--- config.mk ---
export PLATFORM = sky130hd
export DESIGN_NAME = memory_pair_scoreboard
export DESIGN_NICKNAME = d
export VERILOG_FILES = /design/src/rtl/memory_pair_scoreboard.sv
export SDC_FILE = /design/constraint.sdc
export NUM_CORES = 1
export LEC_CHECK = 0
export ABC_AREA = 1
export CORE_MARGIN = 2
export CORE_UTILIZATION = 52
export DETAILED_ROUTE_END_ITERATION = 8
export GPL_TIMING_DRIVEN = 0
export HOLD_SLACK_MARGIN = 0.15
export PLACE_DENSITY_LB_ADDON = 0.25
export SETUP_SLACK_MARGIN = 0.15
export SYNTH_ARGS = -nofsm -noshare
export SYNTH_HDL_FRONTEND = slang
export SYNTH_SLANG_ARGS = --single-unit
--- constraint.sdc ---
create_clock -name clk -period 2.31 [get_ports clk]
set_clock_uncertainty 0.05 [all_clocks]
set_input_delay 0.3465 -clock clk [delete_from_list [all_inputs] [get_ports clk]]
set_output_delay 0.3465 -clock clk [all_outputs]
set_load 0.02 [all_outputs]
--- src/rtl/memory_pair_scoreboard.sv ---
// memory_pair_scoreboard: multi-player pair counter for the memory-card game.
// Tracks per-player scores, rotates turns on miss or turn timeout, and reports
// end of game together with the winner and tie indication.
module memory_pair_scoreboard #(
    parameter int NUM_PLAYERS  = 2,
    parameter int TOTAL_PAIRS  = 9,
    parameter int TURN_TIMEOUT = 0,
    parameter int CNT_W        = $clog2(TOTAL_PAIRS + 1),
    parameter int PW           = (NUM_PLAYERS > 1) ? $clog2(NUM_PLAYERS) : 1
) (
    input  logic                         clk,
    input  logic                         rst,
    input  logic                         start,
    input  logic                         match,
    input  logic                         miss,
    output logic [NUM_PLAYERS*CNT_W-1:0] scores,
    output logic [CNT_W-1:0]             total,
    output logic [PW-1:0]                cur_player,
    output logic                         playing,
    output logic                         game_over,
    output logic [PW-1:0]                winner,
    output logic                         tie
);

    typedef enum logic [1:0] {IDLE, PLAY, DONE} state_t;

    localparam int TW = (TURN_TIMEOUT > 1) ? $clog2(TURN_TIMEOUT) : 1;
    localparam logic [CNT_W-1:0] LAST_PAIR   = CNT_W'(TOTAL_PAIRS - 1);
    localparam logic [PW-1:0]    LAST_PLAYER = PW'(NUM_PLAYERS - 1);
    localparam logic [TW-1:0]    LAST_TICK   = TW'((TURN_TIMEOUT > 0) ? TURN_TIMEOUT - 1 : 0);

    state_t           state;
    state_t           nextState;
    logic [TW-1:0]    idleCnt;
    logic [PW-1:0]    nextPlayer;
    logic             timeoutHit;
    logic [CNT_W-1:0] bestScore;
    logic [PW-1:0]    bestIdx;
    logic [3:0]       nAtBest;

    // Turn-advance helpers: wrapping successor and timeout expiry.
    always_comb begin
        nextPlayer = (cur_player == LAST_PLAYER) ? '0 : cur_player + PW'(1);
        timeoutHit = (TURN_TIMEOUT > 0) && (idleCnt == LAST_TICK);
    end

    // State register.
    always_ff @(posedge clk or posedge rst) begin
        if (rst) begin
            state <= IDLE;
        end else begin
            state <= nextState;
        end
    end

    // Next-state logic; start always wins over match in the same cycle.
    always_comb begin
        nextState = state;
        case (state)
            IDLE: if (start) nextState = PLAY;
            PLAY: if (!start && match && total == LAST_PAIR) nextState = DONE;
            DONE: if (start) nextState = PLAY;
            default: nextState = IDLE;
        endcase
    end

    // Score, total, turn and timeout datapath.
    always_ff @(posedge clk or posedge rst) begin
        if (rst) begin
            scores     <= '0;
            total      <= '0;
            cur_player <= '0;
            idleCnt    <= '0;
        end else if (start) begin
            scores     <= '0;
            total      <= '0;
            cur_player <= '0;
            idleCnt    <= '0;
        end else if (state == PLAY) begin
            if (match) begin
                scores[cur_player*CNT_W +: CNT_W] <= scores[cur_player*CNT_W +: CNT_W] + CNT_W'(1);
                total   <= total + CNT_W'(1);
                idleCnt <= '0;
            end else if (miss || timeoutHit) begin
                cur_player <= nextPlayer;
                idleCnt    <= '0;
            end else if (TURN_TIMEOUT > 0) begin
                idleCnt <= idleCnt + TW'(1);
            end
        end
    end

    // Output decode: state flags, and winner/tie from the final scores.
    // Strict '>' keeps the lowest index among players sharing the maximum.
    always_comb begin
        playing   = (state == PLAY);
        game_over = (state == DONE);
        bestScore = '0;
        bestIdx   = '0;
        nAtBest   = '0;
        for (int unsigned p = 0; p < NUM_PLAYERS; p++) begin
            if (scores[p*CNT_W +: CNT_W] > bestScore) begin
                bestScore = scores[p*CNT_W +: CNT_W];
                bestIdx   = PW'(p);
            end
        end
        for (int unsigned p = 0; p < NUM_PLAYERS; p++) begin
            if (scores[p*CNT_W +: CNT_W] == bestScore) begin
                nAtBest = nAtBest + 4'd1;
            end
        end
        winner = game_over ? bestIdx : '0;
        tie    = game_over && (nAtBest > 4'd1);
    end

endmodule

==> results of run 1 <==
-- synth_stat cells --
cell type / n / share of area
o21ai_0: 8 / 0.042
a21oi_1: 3 / 0.016
xor2_1: 1 / 0.0091
xnor2_1: 1 / 0.0091
or2_2: 1 / 0.0065
clkbuf_1: 1 / 0.0039
inv_2: 1 / 0.0039
nand3_1: 11 / 0.057
o211ai_1: 1 / 0.0078
o22ai_1: 2 / 0.013
nand4_1: 3 / 0.020
nor2_1: 5 / 0.020
nor3_1: 2 / 0.010
nand2_1: 35 / 0.14
inv_1: 25 / 0.098
ha_1: 7 / 0.091
or2_1: 1 / 0.0065
nor2_4: 3 / 0.035
o21ai_1: 2 / 0.010
nand2_4: 1 / 0.012
dfrtp_1: 15 / 0.39
-- routing by layer --
| metal | wire length, µm | global-route usage | vias up | part of all wire |
|---|---|---|---|---|
| met2 | 965 | 0.3397 | 15 | 0.49 |
| met5 | 0 | 0 | - | 0 |
| met1 | 928 | 0.2787 | 419 | 0.47 |
| li1 | - | - | 461 | - |
| met4 | 32 | 0.06667 | 0 | 0.016 |
| met3 | 47 | 0.03462 | 4 | 0.024 |
-- cells in the final DEF, fill, tap and decap left out --
| master | Yosys | routed |
|---|---|---|
| or2_1 | 1 | 1 |
| nand2_1 | 35 | 35 |
| a21oi_1 | 3 | 3 |
| clkbuf_2 | 0 | 1 |
| nand3_1 | 11 | 11 |
| nor2_1 | 5 | 5 |
| inv_2 | 1 | 1 |
| xnor2_1 | 1 | 1 |
| clkinv_2 | 0 | 1 |
| dlygate4sd2_1 | 0 | 1 |
| dfrtp_1 | 15 | 15 |
| ha_1 | 7 | 7 |
| o21ai_0 | 8 | 8 |
| nand2_4 | 1 | 1 |
| o211ai_1 | 1 | 1 |
| o21ai_1 | 2 | 2 |
| xor2_1 | 1 | 1 |
| or2_2 | 1 | 1 |
| clkbuf_1 | 1 | 1 |
| nor3_1 | 2 | 2 |
| inv_1 | 25 | 25 |
| o22ai_1 | 2 | 2 |
| clkbuf_4 | 0 | 3 |
| clkdlybuf4s50_1 | 0 | 19 |
| nand4_1 | 3 | 3 |
| nor2_4 | 3 | 3 |
-- report_power, final --
part / switching (mW) / internal, mW / leakage [nW] / total (mW)
Combinational: 0.117 / 0.0829 / 0.387 / 0.200
Clock: 0.0875 / 0.0644 / 0.0177 / 0.152
Sequential: 0.0285 / 0.282 / 0.201 / 0.310
Total: 0.233 / 0.429 / 0.606 / 0.662
-- layout make-up --
type                       count  area, µm²  share of cell area
clock inverter                 1      5.005            0.004098
multi-input combinational     87      481.7              0.3945
tap                           25      31.28             0.02561
inverter                      26      97.59             0.07992
clock buffer                   3      22.52             0.01844
sequential                    15      375.4              0.3074
buffer                         1      3.754            0.003074
timing repair buffer          21      203.9              0.1670
-- what timing repair did --
action / 4_1_cts / 5_1_grt
buffers inserted: 0 / 0
hold buffers: 0 / 0
endpoints found under the setup margin: 2 / 1
gates resized for setup: 2 / 2
-- state kept, by name, indices dropped and copies added (netlist names) --
signal      cells
cur_player      1
scores          8
state           2
total           4
-- worst max-delay path by stage --
stage                   start      to  slack (ns)
finish               state[1]     tie        0.30
detailed placement  scores[1]  winner        0.20
global route        scores[1]  winner        0.16
global placement    scores[1]  winner        0.23
CTS                 scores[1]  winner        0.15
floorplan            state[1]     tie        0.46
-- worst max-delay path: stages (launching register included) --
cell and delay [ns]:
dfrtp_1 0.40, inv_1 0.05, nor2_1 0.20, o21ai_0 0.15, nor3_1 0.18, dlygate4sd2_1 0.35
-- cell families (layout without fill, tap and decap cells) --
| group | count (synthesis) | in the layout |
|---|---|---|
| AND/OR/NAND/NOR | 62 | 62 |
| buffers and inverters | 27 | 52 |
| AO/OA/AOI/OAI | 16 | 16 |
| flip-flops | 15 | 15 |
| adder cells (fa/ha/maj) | 7 | 7 |
| XOR/XNOR | 2 | 2 |
==> results.toml, run 1 <==
[final_layout]
final_cells = 179
fin_area_um2 = 1221
drive_gt1_frac = 0.07143
fin_util = 0.7072
fillers = 148
final_nets = 167
diodes = 0
area_delta_synth_final_pct = 27.42

[yosys]
ys_ff_latch = 15
ys_seq_area_frac = 0.3916
synth_top_family_by_area = "simple AND/OR/NAND/NOR gates"
synthesis.nets = 141
syn_inst = 129
yosysWarnings = 0
syn_area_per_cell_um2 = 7.430
synth-xor-area-share = 0.01828
synthMuxAreaShare = 0
syn_area_um2 = 958.4
synth_compound_area_frac = 0.08877
synth-simple-area-share = 0.3042
synthAdderAreaFrac = 0.09138
synth_cell_types = 21

[sta]
fin_crit_sh = 0.8681
holdWs_ns = 0.3457
hold_violations = 0
fin_setup_tns_ns = 0
drv_slew = 0
setup_violations = 0
fmax_ghz = 0.4987
rsz0062_at_grt = "no"
fin_crit_ns = 2.005
worst_pin_slew_ns = 0.5560
relSlewSlack = 0.6289
setup_slack_ns = 0.3046

[route]
vias_per_cell = 5.022
routedWlPerCell_um = 11.02
drc = 0
wl_um = 1973
ant_nets = 0
vias = 899
firstDrtPassIters = 4
dr.first_iter.drc_count = 23

[clock_network]
cts_buffers = 3
path_clk_slew_ns = 0.09
cts.sinks = 15
cts_buffer_depth = 2
root_buffer = "clkbuf_4"
cts_tree = "built"
htreeDepth = 1
clock_latency_ns = 0.29

[worst_setup_path]
r2r_end = "scores[2]"
r2r_slack_ns = 0.83
rr_worst_depth = 7
endpoint_kind = "output pin"
r2r-start = "cur_player"
cp-start-kind = "flop"
crit_required_ns = 1.91
critical_path_class = "flop to output pin"
arrival_ns = 1.61
critical_path_peak_fanout = 4

[floorplan]
num_io_pins = 22
rows = 15
core_region_area_um2 = 1727
start_util = 0.5551
die_h_um = 46.93
die_area_um2 = 2202
die_w_um = 46.93

[grt]
grt_pass1_vias = 751
overflow = 0
grt_pass1_wl_um = 3194
antenna_found_initial = 0
grt_use_total = 0.2065
grt_max_degree = 16

[place]
hpwl_um = 1570
gp_congestion = 0.8322
dp.cells = 175
dp_slack_ns = 0.1982
portBuffers = 21
dpl-instance-area_um2 = 1200

[min_path]
hp-class = "primary input to async pin"

[run_status]
status = "completed"

[power_and_ir_drop]
p_per_area_nw_per_um2 = 541.9
p_leak_nw = 0.6060
peakVddDrop_mv = 0.4051
fin_total_pwr_mw = 0.6617

[run]
cap_violations = 0
Note: power is estimated with default switching activity, not from simulation.
==> run 2, diff against run 1 <==
--- a/config.mk
+++ b/config.mk
@@ -8,11 +8,13 @@
 export ABC_AREA = 1
 export CORE_MARGIN = 2
 export CORE_UTILIZATION = 52
+export CTS_CLUSTER_DIAMETER = 40
 export DETAILED_ROUTE_END_ITERATION = 8
 export GPL_TIMING_DRIVEN = 0
 export HOLD_SLACK_MARGIN = 0.15
-export PLACE_DENSITY_LB_ADDON = 0.25
+export PLACE_DENSITY = 0.89
 export SETUP_SLACK_MARGIN = 0.15
+export SKIP_CTS_REPAIR_TIMING = 1
 export SYNTH_ARGS = -nofsm -noshare
 export SYNTH_HDL_FRONTEND = slang
 export SYNTH_SLANG_ARGS = --single-unit
==> run 2 against run 1 <==
Setup slack lost 0.035 ns. Global-route usage is 0.96 points higher. Clock power down 3%. Clock-buffer cell count increased by 1. Sequential power is essentially flat. Via count increased by 2.0%. Die area unchanged. Critical path depth up 2. Worst hold slack improved by 0.027 ns.
==> results.toml, run 2 (same netlist as run 1, synthesis figures left out) <==
[power_and_ir_drop]
p_comb_frac = 0.310
switching_share = 0.3497
peakVddDrop_mv = 0.4160
p_leak_nw = 0.6347
power_frac_seq = 0.468
clockPowerShare = 0.222
p_int_mw = 0.4326
fin_total_pwr_mw = 0.6652
p_per_area_nw_per_um2 = 540.3
switchingPower_mw = 0.2326

[grt]
busiest_layer = "met2"
grtUsageMet1 = 0.2861
grt_use_total = 0.2161
grt_pass1_vias = 800
antenna_found_initial = 0
use_met3 = 0.02692
overflow = 0
use_met2 = 0.3726
grt_pass1_wl_um = 3367
grt_max_degree = 16

[final_layout]
final_nets = 167
regArea_um2 = 375.4
final_cells = 179
fillers = 148
layout_common_cells = "nand2_1, inv_1, clkdlybuf4s50_1"
diodes = 0
largest_register_ff_count = 8
area_delta_synth_final_pct = 28.46
top_regs = "scores: 8 flops, total: 4 flops, state: 2 flops"
final_common_cell = "nand2_1"
fin_util = 0.7130
largest-register = "scores"
drive_gt1_frac = 0.05844
multiInputGateArea_um2 = 481.7

[worst_setup_path]
endpoint_kind = "output pin"
r2r_slack_ns = 0.80
r2r_end = "scores[2]"
arrival_ns = 1.64
critical_path_peak_fanout = 4
cp-start-kind = "flop"
crit_required_ns = 1.91
r2r-start = "cur_player"
rr_worst_depth = 7
critical_path_class = "flop to output pin"

[min_path]
hp-class = "primary input to async pin"

[clock_network]
cts_tree = "built"
cts_buffers = 3
path_clk_slew_ns = 0.09
root_buffer = "clkbuf_4"
cts.sinks = 15
htreeDepth = 1
cts_buffer_depth = 2
clock_latency_ns = 0.27

[floorplan]
start_util = 0.5551
core_region_area_um2 = 1727
die_h_um = 46.93
die_w_um = 46.93
num_io_pins = 22
rows = 15
die_area_um2 = 2202

[sta]
worst_pin_slew_ns = 0.5700
fmax_ghz = 0.4900
fin_setup_tns_ns = 0
rsz0062_at_grt = "yes"
relSlewSlack = 0.6196
fin_crit_ns = 2.041
fin_crit_sh = 0.8834
hold_violations = 0
setup_violations = 0
drv_slew = 0
setup_slack_ns = 0.2692

[run]
cap_violations = 0

[place]
dp.cells = 175
gp_congestion = 0.8071
hpwl_um = 1752
dp_slack_ns = 0.1933
portBuffers = 21

[route]
vias = 917
vias_per_cell = 5.123
dr.first_iter.drc_count = 7
wl_um = 2180
drc = 0
firstDrtPassIters = 4
ant_nets = 0
routedWlPerCell_um = 12.18

[run_status]
status = "completed"
run 2: cell types whose count changed in the layout (fill, tap and decap cells not counted):
| cell | delta |
|---|---|
| dlymetal6s2s_1 | +2 |
| dlygate4sd2_1 | -1 |
| clkbuf_1 | +1 |
| clkbuf_2 | -1 |
| clkinv_2 | -1 |
run 2: per-stage QoR:
stage	area [µm²]	hold slack, ns
after global placement	1200	0.4268
final	1231	0.3730
after floorplan	958.4	0.1980
after detailed placement	1200	0.4677
after CTS	1226	0.3980
after global routing	1231	0.4289
run 2: worst max-delay path by stage:
stage	start	endpoint	depth (start not counted)
2_1_floorplan	state[1]	tie	4
3_3_place_gp	scores[1]	winner	7
3_5_place_dp	scores[1]	winner	7
4_1_cts	scores[1]	winner	7
5_1_grt	scores[1]	winner	7
6_report	scores[1]	winner	7
run 2: layer usage:
layer	vias up	part of all wire	wire length, µm
li1	459	-	-
met1	441	0.45	987
met2	13	0.51	1119
met3	4	0.025	54
met4	0	0.0087	19
met5	-	0	0
run 2: worst max-delay path: stages (launching register included):
cell and delay (ns):
dfrtp_1 0.41, inv_1 0.08, ha_1 0.30, inv_1 0.04, nor2_1 0.08, o211ai_1 0.09
a21oi_1 0.14, dlymetal6s2s_1 0.24
run 2: final cells by class:
class | count | area share
clock buffers | 4 | 0.02134
multi-input cells | 87 | 0.3913
repair buffers | 21 | 0.1748
plain buffers | 1 | 0.003049
flip-flops and latches | 15 | 0.3049
well taps | 25 | 0.02541
inverters | 26 | 0.07927
run 2: power groups by stage:
stage               clock network (mW)  registers, mW  logic [mW]
floorplan                            0          0.329       0.111
global placement                     0          0.314       0.195
detailed placement                   0          0.315       0.207
CTS                              0.148          0.310       0.208
global route                     0.157          0.314       0.229
finish                           0.148          0.311       0.206
==> run 3, diff against run 2 <==
--- a/config.mk
+++ b/config.mk
@@ -6,13 +6,15 @@
 export NUM_CORES = 1
 export LEC_CHECK = 0
 export ABC_AREA = 1
+export CORE_ASPECT_RATIO = 0.6
 export CORE_MARGIN = 2
-export CORE_UTILIZATION = 52
+export CORE_UTILIZATION = 30
+export CTS_BUF_LIST = sky130_fd_sc_hd__clkbuf_8
 export CTS_CLUSTER_DIAMETER = 40
 export DETAILED_ROUTE_END_ITERATION = 8
 export GPL_TIMING_DRIVEN = 0
 export HOLD_SLACK_MARGIN = 0.15
-export PLACE_DENSITY = 0.89
+export PLACE_DENSITY = 0.59
 export SETUP_SLACK_MARGIN = 0.15
 export SKIP_CTS_REPAIR_TIMING = 1
 export SYNTH_ARGS = -nofsm -noshare
==> run 3 against run 2 <==
Die area rose by 67%. Clock power rose by 46%. Sequential power barely moved. Maximum frequency rose by 2.6%. Cell area rose by 3.6%. Critical endpoint unchanged.
==> results.toml, run 3 (same netlist as run 1, synthesis figures left out) <==
[floorplan]
start_util = 0.3253
die_h_um = 47.78
die_area_um2 = 3678
num_io_pins = 22
rows = 15
die_w_um = 76.97
core_region_area_um2 = 2947

[worst_setup_path]
crit_family = "flip-flops"
crit_buf_inv = 2
cp_cell_sequence = "ha_1, inv_1, nor2_1, o211ai_1, a21oi_1, dlymetal6s2s_1"
cpPeakStageDelay_ns = 0.45
critical_path_peak_fanout = 5
critical_path_class = "flop to output pin"
crit_required_ns = 1.91
endpoint_kind = "output pin"
arrival_ns = 1.59
cp-start-kind = "flop"
slowest_stage = "dfrtp_1"

[clock_network]
cts_tree = "built"
htreeDepth = 1
cts_buffers = 3
path_clk_slew_ns = 0.06
cts_buffer_depth = 2
clock_latency_ns = 0.25
cts.sinks = 15
root_buffer = "clkbuf_8"

[run]
cap_violations = 0

[sta]
relSlewSlack = 0.6301
worst_pin_slew_ns = 0.5542
fin_crit_ns = 1.990
rsz0062_at_grt = "no"
holdWs_ns = 0.3905
fmax_ghz = 0.5025
setup_violations = 0
drv_slew = 0
hold_violations = 0
fin_setup_tns_ns = 0
fin_crit_sh = 0.8614

[grt]
antenna_found_initial = 0
grt_pass1_wl_um = 3657
grt_use_total = 0.1328
overflow = 0
grt_pass1_vias = 749
grt_max_degree = 16

[route]
vias = 860
wl_um = 2180
firstDrtPassIters = 4
ant_nets = 0
routedWlPerCell_um = 11.12
drc = 0
vias_per_cell = 4.388
dr.first_iter.drc_count = 55

[final_layout]
drive_gt1_frac = 0.07143
fin_area_um2 = 1275
fillers = 295
largest_register_ff_count = 8
diodes = 0
final_nets = 167
fin_util = 0.4327
largest-register = "scores"
final_cells = 196
top_regs = "scores: 8 flops, total: 4 flops, state: 2 flops"
layout_common_cells = "nand2_1, inv_1, clkdlybuf4s50_1"
area_delta_synth_final_pct = 33.03
final_common_cell = "nand2_1"

[place]
hpwl_um = 1772
portBuffers = 21
gp_congestion = 0.7609
dp.cells = 192
dpl-instance-area_um2 = 1221

[run_status]
status = "completed"

[power_and_ir_drop]
peakVddDrop_mv = 0.2153
p_per_area_nw_per_um2 = 574.9
p_leak_nw = 0.6450

[min_path]
hp-class = "primary input to async pin"
==> run 3: cell count changes in the layout (fill, tap and decap cells not counted) <==
cell / delta
nor2_1: -1
clkbuf_8: +3
clkbuf_1: -1
nor2_2: +1
clkbuf_4: -3
clkinv_2: +1
==> run 3: final timing paths <==
kind | start | end | slack (ns) | depth (start not counted)
worst min-delay path | rst | state[0] | 0.39 | 2
min in group clk | state[0] | state[0] | 0.47 | 1
worst max-delay path | scores[5] | winner | 0.32 | 6
worst max register to register | cur_player | scores[2] | 0.81 | 7
worst min register to register | state[0] | state[0] | 0.47 | 1
max in group asynchronous | rst | scores[1] | 1.45 | 2
==> run 3: area by class of cell <==
class,instances,area (µm²),area share
clock inverter,1,5.005,0.003925
buffer,1,3.754,0.002944
sequential,15,375.4,0.2944
multi-input combinational,87,484.2,0.3798
clock buffer,3,41.29,0.03238
tap,42,52.55,0.04122
timing repair buffer,21,215.2,0.1688
inverter,26,97.59,0.07655
==> run 3: where the power goes <==
group | switching [mW] | internal, mW
clock | 0.0968 | 0.120
sequential | 0.0298 | 0.282
combinational | 0.121 | 0.0834
total | 0.248 | 0.485
==> run 3: metal layers <==
metal | GRT usage | part of all wire | vias up
li1 | - | - | 455
met1 | 0.1995 | 0.54 | 384
met2 | 0.1807 | 0.40 | 19
met3 | 0.03396 | 0.044 | 2
met4 | 0.05357 | 0.0096 | 0
met5 | 0 | 0 | -
==> run 3: metrics by stage <==
step,power (mW),setup slack [ns]
after floorplan,0.4400,0.4581
after global placement,0.5159,0.1967
after detailed placement,0.5197,0.1854
after CTS,0.7369,-0.08917
after global routing,0.7830,0.1657
final,0.7330,0.3201
